<file path="config.mk">
export PLATFORM = sky130hd
export DESIGN_NAME = aes_inv_key_sched_flat
export DESIGN_NICKNAME = d
export VERILOG_FILES = /design/src/rtl/aes_inv_key_sched_if.sv /design/src/rtl/aes_inv_key_sched.sv /design/src/flat_wrapper.sv
export SDC_FILE = /design/constraint.sdc
export NUM_CORES = 1
export LEC_CHECK = 0
export ABC_AREA = 1
export CAP_MARGIN = 5
export CORE_MARGIN = 5
export CORE_UTILIZATION = 48
export DETAILED_ROUTE_END_ITERATION = 10
export PLACE_DENSITY = 0.86
export SLEW_MARGIN = 20
export SYNTH_ARGS = -nofsm -noshare
export SYNTH_HDL_FRONTEND = slang
export SYNTH_SLANG_ARGS = --single-unit
</file>
<file path="constraint.sdc">
create_clock -name clk -period 2.7 [get_ports clk]
set_clock_uncertainty 0.05 [all_clocks]
set_input_delay 0.81 -clock clk [delete_from_list [all_inputs] [get_ports clk]]
set_output_delay 0.81 -clock clk [all_outputs]
set_load 0.02 [all_outputs]
</file>
<file path="src/rtl/aes_inv_key_sched_if.sv">
// Stream and S-box port bundle for the inverse AES-128 key-schedule engine.
// The master side is the key-schedule engine; the slave side is its
// environment (controller, round datapath and the external S-boxes).
interface aes_inv_key_sched_if;
  logic         start;
  logic [127:0] last_key;
  logic [127:0] rk;
  logic [3:0]   rk_round;
  logic         rk_valid;
  logic         rk_ready;
  logic         busy;
  logic         done;
  logic [31:0]  sbox_in;
  logic [31:0]  sbox_out;

  modport master (
    input  start, last_key, rk_ready, sbox_out,
    output rk, rk_round, rk_valid, busy, done, sbox_in
  );

  modport slave (
    output start, last_key, rk_ready, sbox_out,
    input  rk, rk_round, rk_valid, busy, done, sbox_in
  );
endinterface

</file>
<file path="src/rtl/aes_inv_key_sched.sv">
// Inverse AES-128 key schedule.
// Loads the last round key and walks the expansion backwards, emitting round
// keys NUM_ROUNDS down to 0 on a valid/ready stream. Substitution is done by
// four external combinational S-boxes reached through sbox_in/sbox_out.
module aes_inv_key_sched #(
  parameter int         NUM_ROUNDS = 10,
  parameter logic [7:0] RCON_LAST  = 8'h36
) (
  input  logic                  clk,
  input  logic                  rst,
  aes_inv_key_sched_if.master   bus
);

  typedef enum logic {
    IDLE = 1'b0,
    EMIT = 1'b1
  } state_t;

  state_t       state_q, state_d;
  logic [127:0] kreg_q, kreg_d;
  logic [3:0]   round_q, round_d;
  logic [7:0]   rcon_q, rcon_d;
  logic         valid_q, valid_d;
  logic         busy_q, busy_d;
  logic         done_q, done_d;

  logic [31:0]  w0, w1, w2, w3, t;
  logic [127:0] kreg_prev;
  logic         handshake;

  // Reverse round-constant step; any unexpected value collapses to 0 so the
  // register can never carry an unknown forward.
  function automatic logic [7:0] prev_rcon(input logic [7:0] rc);
    logic [7:0] r;
    case (rc)
      8'h36:   r = 8'h1b;
      8'h1b:   r = 8'h80;
      8'h80:   r = 8'h40;
      8'h40:   r = 8'h20;
      8'h20:   r = 8'h10;
      8'h10:   r = 8'h08;
      8'h08:   r = 8'h04;
      8'h04:   r = 8'h02;
      8'h02:   r = 8'h01;
      default: r = 8'h00;
    endcase
    return r;
  endfunction

  assign w0 = kreg_q[127:96];
  assign w1 = kreg_q[95:64];
  assign w2 = kreg_q[63:32];
  assign w3 = kreg_q[31:0];

  // t is the previous round's w3; its rotated form feeds the S-boxes.
  assign t         = w3 ^ w2;
  assign bus.sbox_in = {t[23:0], t[31:24]};

  // One backwards expansion step from the current key to the previous one.
  always_comb begin
    kreg_prev = {w0 ^ bus.sbox_out ^ {rcon_q, 24'h0}, w1 ^ w0, w2 ^ w1, t};
  end

  assign handshake = valid_q & bus.rk_ready;

  // Next-state logic for the walk controller and key register.
  always_comb begin
    state_d = state_q;
    kreg_d  = kreg_q;
    round_d = round_q;
    rcon_d  = rcon_q;
    valid_d = valid_q;
    busy_d  = busy_q;
    done_d  = 1'b0;
    case (state_q)
      IDLE: begin
        if (bus.start) begin
          state_d = EMIT;
          kreg_d  = bus.last_key;
          round_d = 4'(NUM_ROUNDS);
          rcon_d  = RCON_LAST;
          valid_d = 1'b1;
          busy_d  = 1'b1;
        end
      end
      EMIT: begin
        if (handshake) begin
          if (round_q != 4'd0) begin
            kreg_d  = kreg_prev;
            round_d = round_q - 4'd1;
            rcon_d  = prev_rcon(rcon_q);
          end else begin
            state_d = IDLE;
            valid_d = 1'b0;
            busy_d  = 1'b0;
            done_d  = 1'b1;
          end
        end
      end
      default: begin
        state_d = IDLE;
        valid_d = 1'b0;
        busy_d  = 1'b0;
      end
    endcase
  end

  // State and registered outputs; reset clears everything, including the key.
  always_ff @(posedge clk) begin
    if (rst) begin
      state_q <= IDLE;
      kreg_q  <= '0;
      round_q <= '0;
      rcon_q  <= '0;
      valid_q <= 1'b0;
      busy_q  <= 1'b0;
      done_q  <= 1'b0;
    end else begin
      state_q <= state_d;
      kreg_q  <= kreg_d;
      round_q <= round_d;
      rcon_q  <= rcon_d;
      valid_q <= valid_d;
      busy_q  <= busy_d;
      done_q  <= done_d;
    end
  end

  assign bus.rk       = kreg_q;
  assign bus.rk_round = round_q;
  assign bus.rk_valid = valid_q;
  assign bus.busy     = busy_q;
  assign bus.done     = done_q;

endmodule

</file>
<file path="src/flat_wrapper.sv">
// flat-port wrapper written by rule: the top's interface ports become plain ports
module aes_inv_key_sched_flat 
#(
  parameter int         NUM_ROUNDS = 10,
  parameter logic [7:0] RCON_LAST  = 8'h36
)
  (clk, rst, bus_start, bus_last_key, bus_rk_ready, bus_sbox_out, bus_rk, bus_rk_round, bus_rk_valid, bus_busy, bus_done, bus_sbox_in);
  aes_inv_key_sched_if bus_i ();
  input  logic clk;
  input  logic rst;
  input wire logic [$bits(bus_i.start)-1:0] bus_start;
  input wire logic [$bits(bus_i.last_key)-1:0] bus_last_key;
  input wire logic [$bits(bus_i.rk_ready)-1:0] bus_rk_ready;
  input wire logic [$bits(bus_i.sbox_out)-1:0] bus_sbox_out;
  output wire logic [$bits(bus_i.rk)-1:0] bus_rk;
  output wire logic [$bits(bus_i.rk_round)-1:0] bus_rk_round;
  output wire logic [$bits(bus_i.rk_valid)-1:0] bus_rk_valid;
  output wire logic [$bits(bus_i.busy)-1:0] bus_busy;
  output wire logic [$bits(bus_i.done)-1:0] bus_done;
  output wire logic [$bits(bus_i.sbox_in)-1:0] bus_sbox_in;
  assign bus_i.start = bus_start;
  assign bus_i.last_key = bus_last_key;
  assign bus_i.rk_ready = bus_rk_ready;
  assign bus_i.sbox_out = bus_sbox_out;
  assign bus_rk = bus_i.rk;
  assign bus_rk_round = bus_i.rk_round;
  assign bus_rk_valid = bus_i.rk_valid;
  assign bus_busy = bus_i.busy;
  assign bus_done = bus_i.done;
  assign bus_sbox_in = bus_i.sbox_in;
  aes_inv_key_sched #(.NUM_ROUNDS(NUM_ROUNDS), .RCON_LAST(RCON_LAST)) u_core (.clk(clk), .rst(rst), .bus(bus_i));
endmodule
</file>
== Word level (Yosys, flattened, before mapping) ==
Cells that the tools add are included.

* Register bits after elaboration: 143
* Input port bits: 164
* Output and inout port bits: 167

* $add $sub $neg: 1
* Equality and inequality tests: 13
* Mux-type cells: 22
* Bitwise gates (word level): 8
* Reductions and logical operators: 4

{| class="wikitable"
|+ Operators with widths
! kind !! count
|-
| 128-bit two-way mux || 3
|-
| 128-bit case mux with 2 select lines || 1
|-
| 32-bit XOR || 5
|-
| 8-bit case mux with 9 select lines || 1
|-
| 8-bit two-way mux || 3
|-
| 8-bit by 5-bit equality test with 1-bit output, second input constant || 2
|-
| 8-bit by 6-bit equality test with 1-bit output, second input constant || 2
|-
| 8-bit case mux with 2 select lines || 1
|-
| 4-bit two-way mux || 3
|-
| 8-bit by 2-bit equality test with 1-bit output, second input constant || 1
|-
| 8-bit by 3-bit equality test with 1-bit output, second input constant || 1
|-
| 8-bit by 4-bit equality test with 1-bit output, second input constant || 1
|-
| 8-bit by 7-bit equality test with 1-bit output, second input constant || 1
|-
| 8-bit equality test, second input constant || 1
|-
| 2-bit inequality test, second input constant || 4
|-
| 4-bit case mux with 2 select lines || 1
|-
| 1-bit two-way mux || 7
|-
| 3-bit AND reduction || 2
|-
| 1-bit case mux with 2 select lines || 2
|-
| 4-bit nonzero test || 1
|-
| 4-bit by 1-bit subtractor with 4-bit output, second input constant || 1
|-
| 3-bit OR reduction || 1
|-
| 1-bit inverter || 2
|-
| 1-bit AND || 1
|}

== Logic depth before layout (Yosys ltp) ==
Gate-level depths: netlist of the first run.

* Depth in word-level cells: 5
* Mapped depth: 10
* Depth with buffers taken out: 8

== Worst setup path before layout of the first run ==
Ideal clock, no wire load.

* Path type: input to register
* From: input port bus_start
* To: register u_core.round_q[0], in the netlist u_core.bus.rk_round[0]
* Setup time: 0.117 ns
* Arrival: 1.686 ns
* Data required time: 2.533 ns
* Setup slack: 0.847 ns
* Cell stages on the path: 9
* Path buffers: 2
* Path through: inv_1 nor2_2 inv_2 nand2_1 buf_4 inv_2 buf_4 a21oi_1 nor2_1

* Word-level cells in the longest chain between the ends: 2

{| class="wikitable"
|+ Ends and longest elaborated chain
! item !! RTL line !! source
|-
| start: declaration || flat_wrapper.sv:11 || <nowiki>input wire logic [$bits(bus_i.start)-1:0] bus_start;</nowiki>
|-
| 2-bit inequality test (no line) || -- ||
|-
| 3-bit AND reduction (no line) || -- ||
|-
| end signal: assignment || aes_inv_key_sched.sv:121 || <nowiki>round_q <= round_d;</nowiki>
|-
| end: declaration || aes_inv_key_sched.sv:21 || <nowiki>logic [3:0] round_q, round_d;</nowiki>
|}

Every way passes these cells.
A chain may end at the register's enable or synchronous reset.

== Final worst setup path of the first run ==
* From: register u_core.kreg_q[49], in the netlist u_core.bus.rk[49]
* To: output port bus_sbox_in[25]

* Word-level cells in the longest chain between the ends: 1

{| class="wikitable"
|+ Ends and longest elaborated chain
! item !! RTL line !! source
|-
| start: declaration || aes_inv_key_sched.sv:20 || <nowiki>logic [127:0] kreg_q, kreg_d;</nowiki>
|-
| start signal: assignment || aes_inv_key_sched.sv:120 || <nowiki>kreg_q <= kreg_d;</nowiki>
|-
| 32-bit XOR || aes_inv_key_sched.sv:56 || <nowiki>assign t = w3 ^ w2;</nowiki>
|-
| end: declaration || flat_wrapper.sv:20 || <nowiki>output wire logic [$bits(bus_i.sbox_in)-1:0] bus_sbox_in;</nowiki>
|}

Every way passes these cells.

==> metrics.yaml, run 1 <==
outcome: "complete, no violations"
reg2reg_slack_ns: 0.85
dr.pass1.iters: 5
place_congestion: 0.884
syn_to_final_growth_pct: 49.0
clk_path_buf_depth: 2
final_nets: 1828
cp.depth: 3
setup_viol: 0
worstSetupPathType: "reg2out"
core_area_sq_um: 17200
rsz0062_at_grt: "no"
cts_buffers: 17
seqCellArea_sq_um: 2870
cts_setup_buffers: 0
fin_crit_ns: 2.51
drt-total-wl_mm: 29.6
synth_seq_area_share_pct: 34.1
crit_path_max_incr_delay_ns: 0.59
crit_path_top_delay_cell: "clkdlybuf4s50_1"
synth_seq_cells: 143
worst_path_dominant_cell_family: "buffers and inverters"
ff2ff_path_depth: 8
syn_inst: 1382
clock_power_share_pct: 38.6
ctsResizeCount: 0
ir_drop_mv: 0.440
p_int_mw: 4.95
maxCapViolCount: 0
path_cells: "xnor2_1 > inv_1 > clkdlybuf4s50_1"
crit_path_max_fanout: 5
final_antenna_net_count: 0
p_leak_nw: 5.44
io_pins: 331
cp-start-kind: "register"
worst_slew_pin_slew_ns: 1.13
grtUsageTotal_pct: 27.9
path_buf_inv: 2
netlist_area_sq_um: 8410
cts-root-buf: "clkbuf_16"
seq_power_share_pct: 35.2
clock.fmax_mhz: 399
drv_slew: 0
worst_ep_arrival_time_ns: 1.65
synthDistinctLibCells: 22
holdPathStages: 2
portBuffers: 330
drcViolationCount: 0
setup_tns_ns: 0
vias_per_cell: 5.28
finalHoldWorstSlack_ns: 0.449
cp.required_ns: 1.84
hpwl_mm: 20.5
slew_headroom_pct: 24.6
grt_max_degree: 111
clock-sinks: 143
grt_pass1_vias: 9098
avgSynthCellArea_sq_um: 6.08
rr_endpoint: "u_core.bus.rk[45]"
min_path_type: "reg2reg"
multi_input_area_sq_um: 4690
diodes: 0
cts_tree: "built"
p_sw_share_pct: 30.0
grt_overflow: 0
fin_crit_sh_pct: 92.9
antenna_found_initial: 0
powerDensity_nw_per_um2: 565
yosysWarningCount: 0
vias: 10000
worst_r2r_startpoint: "u_core.bus.rk_round[0]"
h-tree-depth: 4
die_x_um: 142
endpoint_kind: "output pin"
cts-hold-fix-buffers: 0
insertion_delay_ns: 0.42
die_area_sq_um: 20300
grt_pass1_wl_mm: 46.0
total_power_mw: 7.07
syn_nets: 1548
initial_utilization_pct: 48.8
drtIter0Drc: 769
hp-start: "u_core.bus.rk[111]"
die_h_um: 142
hold_viol: 0
postLayoutCoreUtil_pct: 72.7
wl_per_cell_um: 15.6
hold_end: "u_core.bus.rk[111]"
clk_pin_slew_worst_paths_ns: 0.06
drive_gt1_share_pct: 5.67
fill_cells: 1401
rows: 48
comb_power_share_pct: 26.2
power.switching_mw: 2.12
==> logic make-up (layout without fill, tap and decap cells) <==
logic type / after synthesis / count (layout) / share of synthesized area (%)
compound gates: 222 / 222 / 13.5
xor+xnor: 33 / 33 / 3.44
fa+ha+maj: 2 / 2 / 0.298
buf+inv: 213 / 506 / 10.3
flops: 143 / 143 / 34.1
simple gates: 769 / 769 / 38.5
==> power by group through the flow <==
stage | Clock [mW] | Sequential, mW | Combinational (mW)
global placement | 0 | 2.52 | 1.81
CTS | 2.75 | 2.48 | 1.86
detailed placement | 0 | 2.52 | 1.85
finish | 2.73 | 2.49 | 1.86
global route | 2.85 | 2.51 | 2.02
floorplan | 0 | 2.64 | 0.836
==> per-stage QoR <==
step	instance area (sq um)	instances	worst slack, ns
4_1_cts	12500	1900	0.174
3_5_place_dp	11800	1868	0.246
3_3_place_gp	11800	1868	0.297
5_1_grt	12500	1900	0.0966
2_1_floorplan	8410	1382	0.847
6_report	12500	1900	0.191
==> per-layer routing <==
metal,track usage [%],wire length [um],part of all wire (%),up-vias
met1,34.4,11800,40,4532
met5,0,0,0,-
li1,-,-,-,4949
met4,13.6,1200,4.0,0
met3,6.69,2560,8.7,81
met2,45.8,14000,47,467
==> registers in the layout, indices dropped and copies added, names as in the netlist <==
signal / cells
u_core.bus.rk_round: 4
u_core.rcon_q: 8
u_core.bus.rk_valid: 1
u_core.bus.rk: 128
u_core.bus.done: 1
u_core.state_q: 1
==> worst max path at each step <==
stage | endpoint | start | slack, ns
4_1_cts | bus_sbox_in[4] | u_core.bus.rk[60] | 0.17
5_1_grt | bus_sbox_in[4] | u_core.bus.rk[60] | 0.1
3_5_place_dp | u_core.bus.rk[107] | bus_rk_ready | 0.25
2_1_floorplan | u_core.bus.rk_round[0] | bus_start | 0.85
3_3_place_gp | u_core.bus.rk[88] | bus_rk_ready | 0.30
6_report | bus_sbox_in[25] | u_core.bus.rk[49] | 0.19
==> cell usage after synthesis <==
cell      count  area (sq um)
nor2_2        2          12.5
o21ai_0      71           355
nand2_1     371          1390
xor2_1        1          8.76
nand3b_1      1          7.51
buf_1         8          30.0
buf_4         5          37.5
nand3_1     189           946
inv_2         3          11.3
or2_2        40           250
xnor2_1      32           280
a21oi_1     139           696
ha_1          2          25.0
a21boi_0      8          60.1
clkbuf_1     35           131
nand2_2       1          6.26
buf_2        35           175
nor3_1        1          5.00
inv_1       127           477
dfxtp_1     143          2860
nor2_1      164           616
o21ai_1       4          20.0
==> tightest hold or removal path, cell delays in order (launching register included) <==
cell	delay (ns)
dfxtp_1	0.33
inv_1	0.07
a21oi_1	0.06
==> cell type report <==
cell class / instances / area share [%]
Inverter: 130 / 3.94
Clock inverter: 13 / 1.86
Sequential cell: 143 / 22.9
Multi-Input combinational cell: 1026 / 37.5
Clock buffer: 19 / 3.63
Timing Repair Buffer: 344 / 28.0
Tap cell: 225 / 2.25
==> placed cells by master (no fill, tap or decap), types with 3 or more instances in the layout <==
cell | synthesis | final
or2_2 | 40 | 40
nand3_1 | 189 | 189
xnor2_1 | 32 | 32
dfxtp_1 | 143 | 142
buf_12 | 0 | 8
clkdlybuf4s50_1 | 0 | 329
a21boi_0 | 8 | 8
inv_1 | 127 | 126
clkinv_4 | 0 | 3
nor2_1 | 164 | 164
bufinv_16 | 0 | 6
buf_4 | 5 | 7
o21ai_1 | 4 | 4
nand2_1 | 371 | 370
a21oi_1 | 139 | 139
o21ai_0 | 71 | 71
clkbuf_16 | 0 | 18
(Power assumes the default switching activity.)
==> run 2, diff against run 1 <==
ABC_AREA = default   (was 1)
CORE_MARGIN = 2   (was 5)
CORE_UTILIZATION = 46   (was 48)
HOLD_SLACK_MARGIN = 0.05   (was default)
PLACE_DENSITY = 0.85   (was 0.86)
==> run 2 against run 1 <==
  * Global-route usage rose by 2.2 points
  * Clock-buffer cell count rose by 8
  * Synthesized cell count fell by 27%
  * Worst setup slack got worse by 0.11 ns
  * Critical path type unchanged
  * Largest cell class unchanged
  * Largest power group is now sequential cells
  * Highest routed layer unchanged
==> metrics.yaml, run 2 <==
die_x_um: 133  # -6.7%
ctsResizeCount: 0  # unchanged
drcViolationCount: 0  # unchanged
reg2reg_slack_ns: 0.51  # -0.34 ns
comb_power_share_pct: 25.0  # -1.2 points
ys.flop_type: "dfxtp_1"
synth_seq_cells: 143  # unchanged
min_path_type: "reg2reg"
p_int_mw: 4.43  # -11%
antenna_found_initial: 1  # +1
h-tree-depth: 4  # unchanged
crit_end: "bus_sbox_in[7]"
crit_path_max_fanout: 6  # +1
seq_power_share_pct: 39.0  # +3.8 points
syn_nets: 1171  # -24%
vias_per_cell: 5.67  # +7.3%
avgSynthCellArea_sq_um: 7.60  # +25%
synth_seq_area_share_pct: 37.5  # +3.4 points
rsz0062_at_grt: "no"
setup_viol: 0  # unchanged
clock-sinks: 143  # unchanged
power.switching_mw: 1.84  # -13%
mostFrequentLayoutCell: "clkdlybuf4s50_1"
hpwl_mm: 19.5  # -5.1%
setup_ws_ns: 0.0781  # -0.113 ns
outcome: "complete, no violations"
post-synth-top-area-cell: "dfxtp_1"
dr.pass1.iters: 5  # unchanged
fin_crit_ns: 2.62  # +0.113 ns
clk_path_buf_depth: 2  # unchanged
slew_headroom_pct: 45.5  # +21 points
yosys.cell_count.top_type: "a21oi_1"
die_area_sq_um: 17700  # -13%
finalHoldWorstSlack_ns: 0.459  # +0.0102 ns
total_power_mw: 6.27  # -11%
grt_overflow: 0  # unchanged
fin_crit_sh_pct: 97.1  # +4.2 points
grt_max_degree: 96  # -14%
startpoint: "u_core.bus.rk[63]"
core_area_sq_um: 16400  # -4.8%
cts_setup_buffers: 0  # unchanged
syn_inst: 1005  # -27%
worst_ep_arrival_time_ns: 1.76  # +0.11 ns
cts_buffers: 17  # unchanged
powerDensity_nw_per_um2: 531  # -5.9%
ir_drop_mv: 0.444  # +0.98%
die_h_um: 133  # -6.7%
drtIter0Drc: 587  # -24%
setup_tns_ns: 0  # unchanged
worstSetupPathType: "reg2out"
endpoint_kind: "output pin"
grtUsageTotal_pct: 30.1  # +2.2 points
synth_edf_count: 0  # unchanged
hold_viol: 0  # unchanged
ys_top_cells_by_area: "dfxtp_1, a21oi_1, nand3_1, o21ai_0, nor2b_1"
cts-root-buf: "clkbuf_16"
largest_register_ff_count: 128  # unchanged
vias: 8651  # -14%
rows: 47  # -2.1%
place_congestion: 0.900  # +1.8%
drt-total-wl_mm: 27.2  # -8.3%
fin_area_sq_um: 11800  # -5.8%
async_flop_share_pct: 0  # unchanged
grt_pass1_wl_mm: 42.6  # -7.4%
place_area_sq_um: 11200  # -5.1%
cp-start-kind: "register"
post-synth-top-area-fraction_pct: 37.5  # +3.4 points
grt_pass1_vias: 8030  # -12%
final_nets: 1459  # -20%
rr_endpoint: "u_core.bus.rk[53]"
initial_utilization_pct: 46.6  # -2.2 points
layout_common_cells: "clkdlybuf4s50_1, a21oi_1, dfxtp_1"
synth_common_cells: "a21oi_1, dfxtp_1, nand3_1, o21ai_0, inv_1"
drive_gt1_share_pct: 4.82  # -0.85 points
yosysWarningCount: 0  # unchanged
portBuffers: 330  # unchanged
drv_slew: 0  # unchanged
wl_per_cell_um: 17.8  # +14%
io_pins: 331  # unchanged
ff2ff_path_depth: 7  # -1
cts-hold-fix-buffers: 0  # unchanged
worst_r2r_startpoint: "u_core.bus.rk_round[0]"
worst_slew_pin_slew_ns: 0.817  # -0.314 ns
maxCapViolCount: 0  # unchanged
insertion_delay_ns: 0.42  # about the same
syn_to_final_growth_pct: 54.5
place_worst_setup_slack_ns: 0.201  # -0.0451 ns
clock_power_share_pct: 36.0  # -2.6 points
synthDistinctLibCells: 45  # +100%
p_leak_nw: 4.34  # -20%
cts_tree: "built"
final_antenna_net_count: 0  # unchanged
netlist_area_sq_um: 7640  # -9.1%
cp.required_ns: 1.84  # about the same
clock.fmax_mhz: 381  # -4.3%
p_sw_share_pct: 29.4  # -0.59 points
clk_pin_slew_worst_paths_ns: 0.06  # about the same
run 2: cell types whose count changed in the layout (fill, tap and decap cells not counted), sizes merged, moves of 23 or more:
cell / delta
or2: -39
nand3: -85
xor2: +32
nand2: -305
a32oi: +32
nor2: -156
a2bb2oi: +36
o22ai: +31
nor3: +37
inv: -58
xnor2: -23
nor2b: +54
run 2: cell families (layout without fill, tap and decap cells):
logic type / Yosys count / count (layout) / synth area share [%]
mux: 1 / 1 / 0.131
xor+xnor: 42 / 42 / 4.82
fa+ha+maj: 2 / 2 / 0.328
flops: 143 / 143 / 37.5
buf+inv: 158 / 459 / 8.37
compound gates: 355 / 355 / 28.4
other cells: 0 / 1 / 0
simple gates: 304 / 304 / 20.5
run 2: how the worst min path moves through the flow:
stage                             from                 end  cells after the start
floorplan             u_core.rcon_q[6]    u_core.rcon_q[6]                      2
global placement      u_core.rcon_q[6]    u_core.rcon_q[6]                      2
detailed placement  u_core.bus.rk[120]  u_core.bus.rk[120]                      2
CTS                 u_core.bus.rk[120]  u_core.bus.rk[120]                      2
global route        u_core.bus.rk[120]  u_core.bus.rk[120]                      2
finish              u_core.bus.rk[120]  u_core.bus.rk[120]                      2
run 2: metrics by stage:
stage	util (%)	cells
floorplan	-	1005
finish	71.9	1527
global placement	68.5	1494
CTS	71.9	1526
detailed placement	68.5	1494
global route	71.9	1527
run 2: final cells by class:
cell class / count / area [sq um]
Sequential cell: 143 / 2870
Fill cell: 1307 / 4610
Multi-Input combinational cell: 704 / 4170
Clock inverter: 5 / 52.6
Tap cell: 220 / 275
Clock buffer: 27 / 513
Antenna cell: 1 / 2.50
Inverter: 73 / 274
Timing Repair Buffer: 354 / 3640
run 2: layer usage:
metal / wire length [um] / track usage, % / up-vias
li1: - / - / 4171
met1: 11200 / 38.9 / 4029
met2: 12800 / 48.5 / 390
met3: 2200 / 6.70 / 61
met4: 906 / 12.8 / 0
met5: 0 / 0 / -
run 2: worst max-delay path: stages (launching register included):
cell and delay (ns):
dfxtp_1 0.54, xor2_1 0.18, clkdlybuf4s50_1 0.62
run 2: power by group through the flow:
stage | clock [mW] | combinational (mW) | sequential (mW)
after floorplan | 0 | 0.648 | 2.57
after global placement | 0 | 1.53 | 2.48
after detailed placement | 0 | 1.56 | 2.49
after CTS | 2.27 | 1.57 | 2.44
after global routing | 2.35 | 1.68 | 2.47
final | 2.26 | 1.57 | 2.45
